==> src/rtl/fetch_stage_pkg.sv <==
// Shared types and constants for the instruction-fetch stage.
package fetch_stage_pkg;

    localparam int unsigned MAX_LENGTH = 32;
    localparam logic [MAX_LENGTH-1:0] DEFAULT_NOP_INSTR = 32'h0000_0000;

    // IF/ID pipeline payload: valid bit plus PC, PC+4 and instruction word.
    typedef struct packed {
        logic                  valid;
        logic [MAX_LENGTH-1:0] pc;
        logic [MAX_LENGTH-1:0] pc_plus4;
        logic [MAX_LENGTH-1:0] instr;
    } if_id_t;

    typedef enum logic [1:0] {
        FetchReq    = 2'd0,
        FetchHold   = 2'd1,
        FetchSquash = 2'd2
    } fetch_state_e;

    // Sequential PC step; wraps modulo 2^32.
    function automatic logic [MAX_LENGTH-1:0] pc_inc(input logic [MAX_LENGTH-1:0] pc);
        return pc + 32'd4;
    endfunction

    // Instructions are word aligned, so the two low address bits are dropped.
    function automatic logic [MAX_LENGTH-1:0] align_word(input logic [MAX_LENGTH-1:0] addr);
        return addr & 32'hFFFF_FFFC;
    endfunction

endpackage

==> src/rtl/fetch_stage_if_id_register.sv <==
// IF/ID pipeline register: payload plus valid bit with load/flush/hold controls.
module if_id_register import fetch_stage_pkg::*; #(
    parameter logic [MAX_LENGTH-1:0] NOP_INSTR = DEFAULT_NOP_INSTR
) (
    input  logic   clk,
    input  logic   rst,
    input  logic   load,
    input  logic   flush,
    input  if_id_t d,
    output if_id_t q
);

    if_id_t nop_entry;

    assign nop_entry = '{valid: 1'b0, pc: '0, pc_plus4: '0, instr: NOP_INSTR};

    // Reset and flush both return to the bubble; flush beats load; otherwise hold.
    always_ff @(posedge clk) begin
        if (!rst || flush) begin
            q <= nop_entry;
        end else if (load) begin
            q <= d;
        end
    end

endmodule

==> src/rtl/fetch_stage.sv <==
// Instruction-fetch stage: PC, single-outstanding imem handshake, skid buffer
// for frozen responses and branch redirect with wrong-path squash.
module fetch_stage import fetch_stage_pkg::*; #(
    parameter logic [MAX_LENGTH-1:0] RESET_PC  = 32'h0000_0000,
    parameter logic [MAX_LENGTH-1:0] NOP_INSTR = 32'h0000_0000
) (
    input  logic                  clk,
    input  logic                  rst,
    input  logic                  hazard_detected,
    input  logic                  branch_taken,
    input  logic [MAX_LENGTH-1:0] branch_target,
    output logic                  imem_req,
    output logic [MAX_LENGTH-1:0] imem_addr,
    input  logic                  imem_ack,
    input  logic [MAX_LENGTH-1:0] imem_rdata,
    output logic                  id_valid,
    output logic [MAX_LENGTH-1:0] id_pc,
    output logic [MAX_LENGTH-1:0] id_pc_plus4,
    output logic [MAX_LENGTH-1:0] id_instruction
);

    fetch_state_e          state_q, state_d;
    logic [MAX_LENGTH-1:0] pc_q, pc_d;
    logic [MAX_LENGTH-1:0] redirect_q, redirect_d;
    logic [MAX_LENGTH-1:0] skid_instr_q, skid_instr_d;
    logic [MAX_LENGTH-1:0] skid_pc_q, skid_pc_d;
    logic                  skid_valid_q, skid_valid_d;
    logic                  req_en_q;
    logic                  ack_accept;
    logic                  outstanding;
    logic                  ifid_load, ifid_flush;
    if_id_t                ifid_d, ifid_q;

    // req_en_q keeps the request low for the reset cycle so a stale ack is ignored.
    assign imem_req    = ((state_q == FetchReq) && req_en_q) || (state_q == FetchSquash);
    assign imem_addr   = pc_q;
    assign ack_accept  = imem_req && imem_ack;
    assign outstanding = imem_req && !imem_ack;

    // Next-state, PC, skid and IF/ID control; branch redirect overrides everything.
    always_comb begin
        state_d      = state_q;
        pc_d         = pc_q;
        redirect_d   = redirect_q;
        skid_instr_d = skid_instr_q;
        skid_pc_d    = skid_pc_q;
        skid_valid_d = skid_valid_q;
        ifid_load    = 1'b0;
        ifid_flush   = 1'b0;
        ifid_d       = '{valid: 1'b1, pc: pc_q, pc_plus4: pc_inc(pc_q), instr: imem_rdata};

        if (branch_taken) begin
            ifid_flush   = 1'b1;
            skid_valid_d = 1'b0;
            skid_instr_d = NOP_INSTR;
            skid_pc_d    = '0;
            if (outstanding) begin
                // Keep the old address on the bus until the wrong-path ack drains.
                redirect_d = align_word(branch_target);
                state_d    = FetchSquash;
            end else begin
                pc_d    = align_word(branch_target);
                state_d = FetchReq;
            end
        end else begin
            unique case (state_q)
                FetchReq: begin
                    if (ack_accept) begin
                        pc_d = pc_inc(pc_q);
                        if (hazard_detected) begin
                            skid_instr_d = imem_rdata;
                            skid_pc_d    = pc_q;
                            skid_valid_d = 1'b1;
                            state_d      = FetchHold;
                        end else begin
                            ifid_load = 1'b1;
                        end
                    end else if (!hazard_detected) begin
                        // No new word this cycle: insert a bubble.
                        ifid_flush = 1'b1;
                    end
                end
                FetchHold: begin
                    if (!hazard_detected) begin
                        ifid_load    = 1'b1;
                        ifid_d       = '{valid: skid_valid_q, pc: skid_pc_q,
                                         pc_plus4: pc_inc(skid_pc_q), instr: skid_instr_q};
                        skid_valid_d = 1'b0;
                        state_d      = FetchReq;
                    end
                end
                FetchSquash: begin
                    ifid_flush = 1'b1;
                    if (imem_ack) begin
                        pc_d    = redirect_q;
                        state_d = FetchReq;
                    end
                end
                default: begin
                    state_d = FetchReq;
                end
            endcase
        end
    end

    // State, PC, redirect and skid registers with synchronous active-low reset.
    always_ff @(posedge clk) begin
        if (!rst) begin
            state_q      <= FetchReq;
            pc_q         <= RESET_PC;
            redirect_q   <= RESET_PC;
            skid_instr_q <= NOP_INSTR;
            skid_pc_q    <= '0;
            skid_valid_q <= 1'b0;
            req_en_q     <= 1'b0;
        end else begin
            state_q      <= state_d;
            pc_q         <= pc_d;
            redirect_q   <= redirect_d;
            skid_instr_q <= skid_instr_d;
            skid_pc_q    <= skid_pc_d;
            skid_valid_q <= skid_valid_d;
            req_en_q     <= 1'b1;
        end
    end

    if_id_register #(
        .NOP_INSTR (NOP_INSTR)
    ) u_if_id_register (
        .clk   (clk),
        .rst   (rst),
        .load  (ifid_load),
        .flush (ifid_flush),
        .d     (ifid_d),
        .q     (ifid_q)
    );

    assign id_valid       = ifid_q.valid;
    assign id_pc          = ifid_q.pc;
    assign id_pc_plus4    = ifid_q.pc_plus4;
    assign id_instruction = ifid_q.instr;

endmodule
==> config.mk <==
export PLATFORM = sky130hd
export DESIGN_NAME = fetch_stage
export DESIGN_NICKNAME = d
export VERILOG_FILES = /design/src/rtl/fetch_stage_pkg.sv /design/src/rtl/fetch_stage_if_id_register.sv /design/src/rtl/fetch_stage.sv
export SDC_FILE = /design/constraint.sdc
export NUM_CORES = 1
export LEC_CHECK = 0
export ABC_AREA = 1
export BUFFER_PORTS_ARGS = -buffer_cell sky130_fd_sc_hd__buf_2
export CORE_MARGIN = 4
export CORE_UTILIZATION = 34
export CTS_BUF_LIST = sky130_fd_sc_hd__clkbuf_4 sky130_fd_sc_hd__clkbuf_8 sky130_fd_sc_hd__clkbuf_16
export CTS_CLUSTER_SIZE = 25
export DETAILED_ROUTE_END_ITERATION = 10
export SYNTH_ARGS = -nofsm -noshare
export SYNTH_HDL_FRONTEND = slang
export SYNTH_SLANG_ARGS = --single-unit
==> constraint.sdc <==
create_clock -name clk -period 5.35 [get_ports clk]
set_clock_uncertainty 0.1 [all_clocks]
set_input_delay 0.8025 -clock clk [delete_from_list [all_inputs] [get_ports clk]]
set_output_delay 0.8025 -clock clk [all_outputs]
set_load 0.005 [all_outputs]
==> flow_metrics.py <==
metrics = {
    "drt": {
        "drt_iter0_markers": 928,
        "via_count": 10800,
        "drt-wirelength-per-cell_um": 17.0,
        "firstDrtPassIters": 5,
        "ant_nets": 0,
        "via_per_inst": 5.14,
        "drc_errors": 0,
        "wl_mm": 35.7,
    },
    "critical_path": {
        "r2r-start": "state_q[0]$_SDFFE_PN0P_",
        "r2r_cells": 5,
        "worstPathMaxFanout": 58,
        "crit_path_start": "branch_taken",
        "startpoint_type": "input port",
        "endpoint": "u_if_id_register.q[36]$_SDFFE_PP0P_",
        "crit_type": "in -> reg",
        "end_kind": "flop",
        "rrSetupSlack_ns": 2.33,
        "critical_path_required_ns": 5.71,
        "r2r-end": "u_if_id_register.q[36]$_SDFFE_PP0P_",
        "worstPathArrival_ns": 3.76,
    },
    "floorplanning": {
        "die_w_um": 184,
        "start_util_pct": 34.5,
        "die_y_um": 184,
        "core_um2": 30600,
        "floorplan.die_area_um2": 33900,
        "io_pins": 199,
        "num_rows": 64,
    },
    "layout": {
        "final_nets": 1755,
        "antenna_cells": 0,
        "areaGrowthSynthToFinish_pct": 20.0,
        "final_area_um2": 12700,
        "drive_gt1_share_pct": 16.1,
    },
    "global_route": {
        "grt-ovfl-total": 0,
        "grt_max_degree": 88,
        "grt_pass1_vias": 9828,
        "grtUsageTotal_pct": 20.0,
        "antenna_found_initial": 1,
        "grt_pass1_wl_mm": 55.0,
    },
    "power_and_ir_drop": {
        "p_leak_uw": 0.00539,
        "power_per_cell_area_nw_per_um2": 344,
        "peakVddDrop_uv": 206,
    },
    "synthesis": {
        "yosysSeqAreaShare_pct": 41.6,
        "avgSynthCellArea_um2": 6.81,
        "ys_types": 36,
        "synth_seq_cells": 219,
        "synth_ff_type": "dfxtp_1",
        "yosysWarnings": 0,
        "synth_edf_count": 0,
        "synthArstFlopShare_pct": 0,
        "syn-cell-area_um2": 10500,
        "netlist_instances": 1550,
    },
    "sta": {
        "hold_violations": 0,
        "relSlewSlack_pct": 29.2,
        "finalMaxSlewViolations": 0,
        "finalSetupViolations": 0,
        "setup_tns_ns": 0,
        "fmax_mhz": 295,
        "min_period_ns": 3.39,
        "max_slew.worst_pin.slew_ns": 1.06,
        "rsz0062_at_grt": "false",
        "period_share_pct": 63.4,
    },
    "clock_network": {
        "cts_setup_buffers": 0,
        "post_cts_resized": 0,
        "cts_inserted_buffers": 27,
        "clk_path_buf_depth": 3,
        "cts_tree": "built",
        "hold_buffers": 0,
        "clock-root-buffer": "clkbuf_16",
        "clkTransAtPathRegs_ns": 0.06,
        "htreeDepth": 1,
        "clkLatencyLatePin_ns": 0.54,
        "clock_sinks": 219,
    },
    "place": {
        "port_buffers": 190,
        "dp_hpwl_mm": 24.8,
        "gp_congestion": 0.903,
        "place_area_um2": 11600,
    },
    "status": {
        "status": "complete, no violations",
    },
    "worst_hold_path": {
        "hold_path.class": "reg -> reg",
    },
    "run": {
        "max-cap-violations": 0,
    },
}
==> registers in the layout, summed over array words and instances, names as in the netlist <==
name                cells
imem_addr              30
redirect_q             30
req_en_q                1
skid_instr_q           32
skid_pc_q              30
skid_valid_q            1
state_q                 2
u_if_id_register.q     93
==> worst max-delay path: stages <==
cell and delay (ns):
buf_2 0.32, nor2_1 0.40, nand3_4 0.52, inv_2 0.96, buf_4 0.42, nand3_1 0.10
a31oi_1 0.17
==> through the flow <==
stage | hold WS [ns] | util, % | total power [µW] | cells | setup WS (ns)
3_5_place_dp | 0.342 | 38.0 | 2300 | 2051 | 1.36
4_1_cts | 0.350 | 41.4 | 4380 | 2100 | 1.90
6_report | 0.347 | 41.4 | 4350 | 2100 | 1.96
3_3_place_gp | 0.334 | 38.0 | 2300 | 2051 | 1.40
2_1_floorplan | 0.325 | - | 2100 | 1555 | 3.22
5_1_grt | 0.371 | 41.4 | 4510 | 2100 | 1.68
==> power breakdown <==
group          internal [µW]  leakage, µW  switching (µW)
clock                   1330     0.000505             737
sequential              1700      0.00178            98.8
combinational            155      0.00310             324
==> per-layer routing <==
layer,part of all wire [%],up-vias,GRT usage [%]
met1,48,4849,30.6
met2,41,458,28.8
li1,-,5428,-
met4,2.2,2,4.94
met3,8.7,47,3.61
met5,0.020,-,0
==> area by class of cell <==
class | count | area, µm²
repair buffers | 206 | 1070
clock buffers | 33 | 752
inverters | 101 | 383
well taps | 396 | 495
multi-input cells | 1129 | 5300
clock inverters | 16 | 269
flip-flops and latches | 219 | 4380
fillers | 3197 | 17900
==> cell families after synthesis <==
kind of cell	after synthesis	share of synthesized area, %
and+or+nand+nor	667	25.9
other	1	0.0355
buffers and inverters	207	8.52
xor gates and xnor gates	19	1.58
AOI/OAI and AO/OA	435	22.2
adders and majority gates	2	0.237
DFF	219	41.6
==> cells in the mapped netlist (all sizes together) (5+ instances only) <==
master	count	area share [%]
o21ai	225	11
buf	47	2.8
nand4	21	1.2
clkbuf	59	2.1
nor3	6	0.39
a21oi	122	5.8
xor2	14	1.2
inv	97	3.5
o211ai	23	1.8
a211oi	6	0.43
nor2	229	8.3
xnor2	5	0.42
dfxtp	219	42
nand3	80	3.9
nand2	322	11
a31oi	59	3.5
or2	6	0.36
==> placed cells by master (no fill, tap or decap), drive strengths merged <==
| cell | count |
|---|---|
| or2 | 6 |
| nand3 | 80 |
| nand3b | 2 |
| nand4 | 21 |
| inv | 99 |
| clkinvlp | 1 |
| ha | 2 |
| xor2 | 14 |
| dfxtp | 219 |
| a211oi | 6 |
| clkinv | 10 |
| a31oi | 59 |
| and3 | 1 |
| a21oi | 122 |
| buf | 206 |
| bufinv | 7 |
| xnor2 | 5 |
| clkbuf | 33 |
| conb | 6 |
| nor2 | 229 |
| nor3 | 6 |
| o211ai | 23 |
| o21ai | 225 |
| nand2 | 322 |
==> worst min-delay path by stage <==
stage	start	endpoint	slack, ns	depth (start not counted)
6_report	redirect_q[25]$_SDFFE_PN0P_	redirect_q[25]$_SDFFE_PN0P_	0.35	2
5_1_grt	redirect_q[30]$_SDFFE_PN0P_	redirect_q[30]$_SDFFE_PN0P_	0.37	2
4_1_cts	redirect_q[25]$_SDFFE_PN0P_	redirect_q[25]$_SDFFE_PN0P_	0.35	2
3_5_place_dp	redirect_q[25]$_SDFFE_PN0P_	redirect_q[25]$_SDFFE_PN0P_	0.34	2
3_3_place_gp	redirect_q[25]$_SDFFE_PN0P_	redirect_q[25]$_SDFFE_PN0P_	0.33	2
2_1_floorplan	redirect_q[25]$_SDFFE_PN0P_	redirect_q[25]$_SDFFE_PN0P_	0.32	2
No activity file was read; power rests on OpenSTA's default activity.
